## config.mk

```make
export PLATFORM = sky130hd
export DESIGN_NAME = matmul_apb_initiator
export DESIGN_NICKNAME = d
export VERILOG_FILES = /design/src/rtl/matmul_apb_initiator.sv
export SDC_FILE = /design/constraint.sdc
export NUM_CORES = 1
export LEC_CHECK = 0
export ABC_CLOCK_PERIOD_IN_PS = 4000
export CORE_MARGIN = 2
export CORE_UTILIZATION = 43
export CTS_CLUSTER_SIZE = 28
export DETAILED_ROUTE_END_ITERATION = 6
export GPL_TIMING_DRIVEN = 0
export PLACE_DENSITY = 0.84
export SETUP_SLACK_MARGIN = 0.2
export SLEW_MARGIN = 20
export SYNTH_ARGS = -nofsm -noshare
export SYNTH_HDL_FRONTEND = slang
export SYNTH_SLANG_ARGS = --single-unit
```

## constraint.sdc

```tcl
create_clock -name clk_i -period 4 [get_ports clk_i]
set_clock_uncertainty 0.1 [all_clocks]
set_input_delay 0.4 -clock clk_i [delete_from_list [all_inputs] [get_ports clk_i]]
set_output_delay 0.4 -clock clk_i [all_outputs]
set_load 0.01 [all_outputs]
```

## src/rtl/matmul_apb_initiator.sv

```systemverilog
// APB requester for the matmul accelerator: turns valid/ready register requests into APB transfers.
// Optional ACCESS-phase watchdog is compiled in with `define APB_TIMEOUT_EN.
//
// state  | meaning
// IDLE   | ready for a new request (req_ready_o=1)
// SETUP  | APB setup phase, psel=1 penable=0
// ACCESS | APB access phase, waiting for pready
// RESP   | response held until rsp_ready_i
module matmul_apb_initiator #(
  parameter int ADDR_WIDTH  = 32,
  parameter int BUS_WIDTH   = 32,
  parameter int TIMEOUT_CYC = 64
) (
  input  logic                   clk_i,
  input  logic                   rst_ni,
  input  logic                   req_valid_i,
  output logic                   req_ready_o,
  input  logic                   req_write_i,
  input  logic [ADDR_WIDTH-1:0]  req_addr_i,
  input  logic [BUS_WIDTH-1:0]   req_wdata_i,
  input  logic [BUS_WIDTH/8-1:0] req_strb_i,
  output logic                   rsp_valid_o,
  input  logic                   rsp_ready_i,
  output logic [BUS_WIDTH-1:0]   rsp_rdata_o,
  output logic                   rsp_slverr_o,
  output logic                   psel_o,
  output logic                   penable_o,
  output logic                   pwrite_o,
  output logic [ADDR_WIDTH-1:0]  paddr_o,
  output logic [BUS_WIDTH-1:0]   pwdata_o,
  output logic [BUS_WIDTH/8-1:0] pstrb_o,
  input  logic [BUS_WIDTH-1:0]   prdata_i,
  input  logic                   pready_i,
  input  logic                   pslverr_i
);

  localparam int StrbW = BUS_WIDTH / 8;

  typedef enum logic [1:0] {
    IDLE   = 2'd0,
    SETUP  = 2'd1,
    ACCESS = 2'd2,
    RESP   = 2'd3
  } state_e;

  state_e                 state_q;
  logic                   req_ready_q;
  logic                   rsp_valid_q;
  logic [BUS_WIDTH-1:0]   rsp_rdata_q;
  logic                   rsp_slverr_q;
  logic                   psel_q;
  logic                   penable_q;
  logic                   pwrite_q;
  logic [ADDR_WIDTH-1:0]  paddr_q;
  logic [BUS_WIDTH-1:0]   pwdata_q;
  logic [StrbW-1:0]       pstrb_q;

`ifdef APB_TIMEOUT_EN
  localparam int CntW = $clog2(TIMEOUT_CYC + 1);
  logic [CntW-1:0] wait_cnt_q;
  logic            tmo_hit;
  // The cycle that would bring the count to the limit is the last one waited.
  assign tmo_hit = (wait_cnt_q == CntW'(TIMEOUT_CYC - 1));
`else
  localparam int unsigned UnusedTimeoutCyc = TIMEOUT_CYC;
`endif

  always_ff @(posedge clk_i or negedge rst_ni) begin
    if (!rst_ni) begin
      state_q      <= IDLE;
      req_ready_q  <= 1'b0;
      rsp_valid_q  <= 1'b0;
      rsp_rdata_q  <= '0;
      rsp_slverr_q <= 1'b0;
      psel_q       <= 1'b0;
      penable_q    <= 1'b0;
      pwrite_q     <= 1'b0;
      paddr_q      <= '0;
      pwdata_q     <= '0;
      pstrb_q      <= '0;
`ifdef APB_TIMEOUT_EN
      wait_cnt_q   <= '0;
`endif
    end else begin
      case (state_q)
        IDLE: begin
          if (req_valid_i && req_ready_q) begin
            req_ready_q <= 1'b0;
            psel_q      <= 1'b1;
            pwrite_q    <= req_write_i;
            paddr_q     <= req_addr_i;
            pwdata_q    <= req_wdata_i;
            pstrb_q     <= req_write_i ? req_strb_i : '0;
            state_q     <= SETUP;
          end else begin
            req_ready_q <= 1'b1;
          end
        end
        SETUP: begin
          penable_q  <= 1'b1;
`ifdef APB_TIMEOUT_EN
          wait_cnt_q <= '0;
`endif
          state_q    <= ACCESS;
        end
        ACCESS: begin
          if (pready_i) begin
            rsp_rdata_q  <= pwrite_q ? '0 : prdata_i;
            rsp_slverr_q <= pslverr_i;
            rsp_valid_q  <= 1'b1;
            psel_q       <= 1'b0;
            penable_q    <= 1'b0;
            state_q      <= RESP;
          end
`ifdef APB_TIMEOUT_EN
          else if (tmo_hit) begin
            rsp_rdata_q  <= '0;
            rsp_slverr_q <= 1'b1;
            rsp_valid_q  <= 1'b1;
            psel_q       <= 1'b0;
            penable_q    <= 1'b0;
            state_q      <= RESP;
          end else begin
            wait_cnt_q <= wait_cnt_q + 1'b1;
          end
`endif
        end
        RESP: begin
          if (rsp_ready_i) begin
            rsp_valid_q <= 1'b0;
            req_ready_q <= 1'b1;
            state_q     <= IDLE;
          end
        end
        default: state_q <= IDLE;
      endcase
    end
  end

  assign req_ready_o  = req_ready_q;
  assign rsp_valid_o  = rsp_valid_q;
  assign rsp_rdata_o  = rsp_rdata_q;
  assign rsp_slverr_o = rsp_slverr_q;
  assign psel_o       = psel_q;
  assign penable_o    = penable_q;
  assign pwrite_o     = pwrite_q;
  assign paddr_o      = paddr_q;
  assign pwdata_o     = pwdata_q;
  assign pstrb_o      = pstrb_q;

endmodule
```

==> reports/metrics.cfg, run 1 <==
[sta]
max_slew_margin=0.6771
finalSetupViolCount=0
rsz0062_at_grt=no
setup_slack_ps=1929
fin_crit_sh=0.5178
max_freq_ghz=0.4828
fin_crit_ps=2071
final_hold_viol_count=0
timing.final.max_slew_violations=0
worstMarginPinSlew_ps=484.3

[global_routing]
grt_overflow=0
grt_pass1_wl_um=18170
grtUsageTotal=0.2129
grt_antenna_before_repair=0
grt_pass1_vias=3417
grt_max_degree=70

[clock_network]
postCtsSetupBuffers=0
cts.sinks=108
numCtsBuffers=9
ctsHoldBuffers=1
clkLatencyLatePin_ps=360
clock_path_buffers=2
clockRootBuffer=clkbuf_8
cts_resized=0
clkTransAtPathRegs_ps=100
htreeDepth=3
cts_tree=done

[yosys]
ys_seq_area_frac=0.6312
yosys_warnings=0
ys_types=19
syn-num-nets=445
synth_cells=331
synth_seq_cells=108
syn_avg_cell_area_sq_um=12.94
syn_area_sq_um=4282

[layout]
fin_area_sq_um=6837
fin_cells=694
drive_gt1_frac=0.1622
syn2layout_area_growth_pct=59.67
postLayoutCoreUtil=0.7027
antenna_cells=0
final_common_cell=clkdlybuf4s50_1
final_net_count=670
layout_common_cells=clkdlybuf4s50_1, dfrtp_1, mux2_2, nand2_1, o21ai_0
fill_cells=716

[floorplan]
die_x_um=103.8
die_area_sq_um=10770
start_util=0.4401
rows=36
ios=213
fp.dieH_um=103.8
core_sq_um=9729

[placement]
place_area_sq_um=6599
gp_congestion=0.8211
io_buffers=212
hpwl_um=8616
place_ws_ps=1872
place_inst=677

[power_and_ir_drop]
power_uw=5128
power.density_nw_per_um2=750.0
vdd_drop_max_v=0.0003869
leakagePower_uw=0.002918

[routing]
post_drt_via_cell_ratio=4.823
drt.antenna.violating_nets=0
wirelength_um=11120
wl_per_cell_um=16.02
drtIter0Drc=85
drtPass1Iterations=4
vias=3347
drc=0

[worst_setup_path]
r2r_cells=6
required_ps=4150
max_stage_delay_ps=440
crit_top_cell=buf_2
reg2reg_slack_ps=1930
r2r-end=paddr_o[21]
cp-end-kind=flip-flop
arrival_ps=2220
slowest_stage=dfrtp_1
path_max_fanout=10
crit_path_cell_trace=inv_1, ha_1, nand3_1, buf_2, buf_2, mux2_2
start_kind=flip-flop
path_class=reg2reg
timing.rr.start=state_q[1]

[status]
outcome=finished, final reports clean

[hold_path]
min_path_type=reg2reg
min_path_cells=2
whs_endpoint=rsp_rdata_o[2]
hp-start=rsp_rdata_o[2]

[run]
drv_cap=0

[cell usage after synthesis, drive strengths merged]
library cell / count / area (sq um)
nor2: 2 / 7.510
nand2: 44 / 165.2
buf: 9 / 43.79
nand3: 2 / 10.01
mux2: 67 / 754.5
a32oi: 1 / 8.760
clkbuf: 9 / 33.78
o22a: 1 / 8.760
ha: 7 / 87.58
a222oi: 1 / 10.01
inv: 5 / 18.76
a21oi: 1 / 5.000
mux2i: 3 / 30.03
dfrtp: 108 / 2703
nand2b: 32 / 200.2
o21ai: 39 / 195.2
[routing by layer]
layer	track usage	wire, um	vias up
met5	0	0	-
met1	0.2571	4389	1599
li1	-	-	1565
met4	0.1052	434	0
met3	0.05160	768	32
met2	0.3581	5528	151
[critical path, delay by kind of cell, from the launching register on]
family	cells	cell delay [ps]
fa+ha+maj	1	240
flops	1	440
simple gates	1	140
mux	1	370
buf+inv	3	660
[flip-flops by register name, indices dropped and copies added (netlist names)]
name and flops:
psel_o 1, penable_o 1, rsp_slverr_o 1, pstrb_o 4, rsp_rdata_o 32, pwrite_o 1, pwdata_o 32, state_q 2
paddr_o 32, rsp_valid_o 1, req_ready_o 1
[layout make-up]
cell class / count / area [sq um] / area share
plain buffers: 18 / 77.57 / 0.01135
clock buffers: 13 / 158.9 / 0.02324
clock inverters: 3 / 68.82 / 0.01007
inverters: 5 / 18.77 / 0.002745
multi-input cells: 200 / 1483 / 0.2169
flip-flops and latches: 108 / 2703 / 0.3953
well taps: 133 / 166.4 / 0.02434
repair buffers: 214 / 2161 / 0.3161
[stage by stage]
stage               hold slack, ps  setup TNS [ps]
floorplan                    4.409               0
global placement             364.2         -168340
detailed placement           233.2               0
CTS                          393.3               0
global route                 420.3               0
finish                       383.9               0
[cell families (layout without fill, tap and decap cells)]
group / Yosys count / in the layout / share of synthesized area
flip-flops: 108 / 108 / 0.6312
AND/OR/NAND/NOR: 80 / 80 / 0.08942
multiplexers: 70 / 70 / 0.1832
AO/OA/AOI/OAI: 43 / 43 / 0.05319
buffers and inverters: 23 / 253 / 0.02250
adder cells (fa/ha/maj): 7 / 7 / 0.02045
[how the worst max path moves through the flow]
stage / depth (start not counted) / from / to
6_report: 6 / state_q[1] / paddr_o[21]
5_1_grt: 6 / state_q[1] / paddr_o[27]
4_1_cts: 6 / state_q[1] / paddr_o[27]
3_5_place_dp: 5 / req_valid_i / paddr_o[30]
3_3_place_gp: 1 / rst_ni / pwdata_o[21]
2_1_floorplan: 6 / state_q[0] / paddr_o[0]
[where the power goes]
part | switching (uW) | internal, uW
combinational | 986 | 1500
clock | 353 | 389
sequential | 277 | 1630
total | 1610 | 3510
Note: power is estimated with default switching activity, not from simulation.
==> inputs of run 2 (changes only) <==
Settings changed: ABC_CLOCK_PERIOD_IN_PS 4000 to 1850, CORE_UTILIZATION 43 to 36, PLACE_DENSITY 0.84 to 0.75.
Clock period 4 ns to 1.85 ns, I/O delays scaled along.
==> run 2 against run 1 <==
Effect of this change: the flow now finishes with violations (DRC); sequential share of layout area shrank 1.6 points; fmax grew 22%; critical path depth shrank 1; setup slack lost 1800 ps; critical path type unchanged; critical endpoint is now state_q[1]; largest power group unchanged.
==> reports/metrics.cfg, run 2 (synthesis results as in run 1) <==
[sta]
max_freq_ghz=0.5900
hold_ws_ps=248.3
finalSetupViolCount=0
rsz0062_at_grt=yes
fin_crit_ps=1695
final_hold_viol_count=0
fin_crit_sh=0.9162
worstMarginPinSlew_ps=446.0
timing.final.max_slew_violations=0
max_slew_margin=0.7027

[layout]
layout_common_cells=clkdlybuf4s50_1, dfrtp_1, mux2_2, nand2_1, o21ai_0
antenna_cells=0
syn2layout_area_growth_pct=66.77
postLayoutCoreUtil=0.6201
final_net_count=683
final_common_cell=clkdlybuf4s50_1
drive_gt1_frac=0.2014

[floorplan]
fp.dieH_um=113.1
core_sq_um=11520
die_x_um=113.1
ios=213
rows=39
die_area_sq_um=12780
start_util=0.3718

[worst_setup_path]
path_class=reg2reg
critPathLaunch=state_q[1]
path_max_fanout=5
r2r-end=state_q[1]
crit_path_cell_trace=inv_2, ha_4, a222oi_1, buf_4, mux2_4
reg2reg_slack_ps=150
max_stage_delay_ps=440
arrival_ps=1830
slowest_stage=dfrtp_2
cp-end-kind=flip-flop
start_kind=flip-flop
timing.rr.start=state_q[1]
required_ps=1980
r2r_cells=5

[global_routing]
grt_overflow=0
grt_max_degree=64
grtUsageTotal=0.1826
grt_antenna_before_repair=0
grt_pass1_vias=3639
grt_pass1_wl_um=18340

[clock_network]
cts.sinks=108
htreeDepth=3
clkTransAtPathRegs_ps=70
numCtsBuffers=9
clkLatencyLatePin_ps=340
clock_path_buffers=2
cts_tree=done
clockRootBuffer=clkbuf_16

[routing]
drtIter0Drc=120
wl_per_cell_um=16.09
wirelength_um=11490
vias=3347
drc=15
drtPass1Iterations=7
drt.antenna.violating_nets=0
post_drt_via_cell_ratio=4.688

[power_and_ir_drop]
power.density_nw_per_um2=1639
leakagePower_uw=0.003068
vdd_drop_max_v=0.0007933

[placement]
hpwl_um=8537
io_buffers=212
gp_congestion=0.7969

[status]
outcome=complete, but fails checks
violations=DRC

[run]
drv_cap=0

[hold_path]
min_path_type=in2async

run 2: worst max path at each step:
stage	end	slack, ps	cells past startpoint
after global placement	state_q[1]	-3950	1
after CTS	state_q[1]	140	4
after detailed placement	state_q[1]	-60	4
after floorplan	state_q[1]	210	4
after global routing	state_q[1]	100	5
final	state_q[1]	150	5
run 2: report_power, final:
group / internal [uW] / switching, uW / total [uW]
Sequential: 3530 / 620 / 4150
Combinational: 3610 / 2230 / 5840
Clock: 929 / 773 / 1700
Total: 8070 / 3630 / 11700
run 2: per-stage QoR:
stage | power (uW) | worst slack, ps | instance area (sq um) | TNS, ps | std cells
global route | 12440 | 101.6 | 7141 | 0 | 714
CTS | 11710 | 137.2 | 7074 | 0 | 711
floorplan | 6551 | 208.2 | 4329 | 0 | 331
finish | 11700 | 155.0 | 7141 | 0 | 714
detailed placement | 9666 | -61.49 | 6659 | -61.49 | 687
global placement | 9496 | -3953 | 6630 | -383660 | 686
run 2: what timing repair did:
action	4_1_cts	5_1_grt
pin swaps	1	1
gates resized for setup	20	20
setup buffers	8	3
cloned	2	0
endpoints found under the setup margin	102	69
hold buffers	1	0
endpoints found under the hold margin	45	0
run 2: per-layer routing:
metal	vias to the layer above	track usage	part of all wire
met4	0	0.07398	0.023
met1	1612	0.2185	0.40
met5	-	0	0
met2	126	0.3230	0.51
li1	1591	-	-
met3	18	0.03589	0.066
run 2: layout make-up:
cell class / instances / area, sq um
sequential: 108 / 2705
fill: 943 / 4375
multi-input combinational: 200 / 1526
inverter: 5 / 18.77
buffer: 18 / 170.2
clock buffer: 13 / 250.2
timing repair buffer: 227 / 2291
tap: 143 / 178.9
run 2: critical path: cells and delay by family, from the launching register on:
kind,cells,cell delay [ps]
muxes,1,290
adders and majority gates,1,180
DFF,1,440
AOI/OAI and AO/OA,1,310
buffers and inverters,2,260
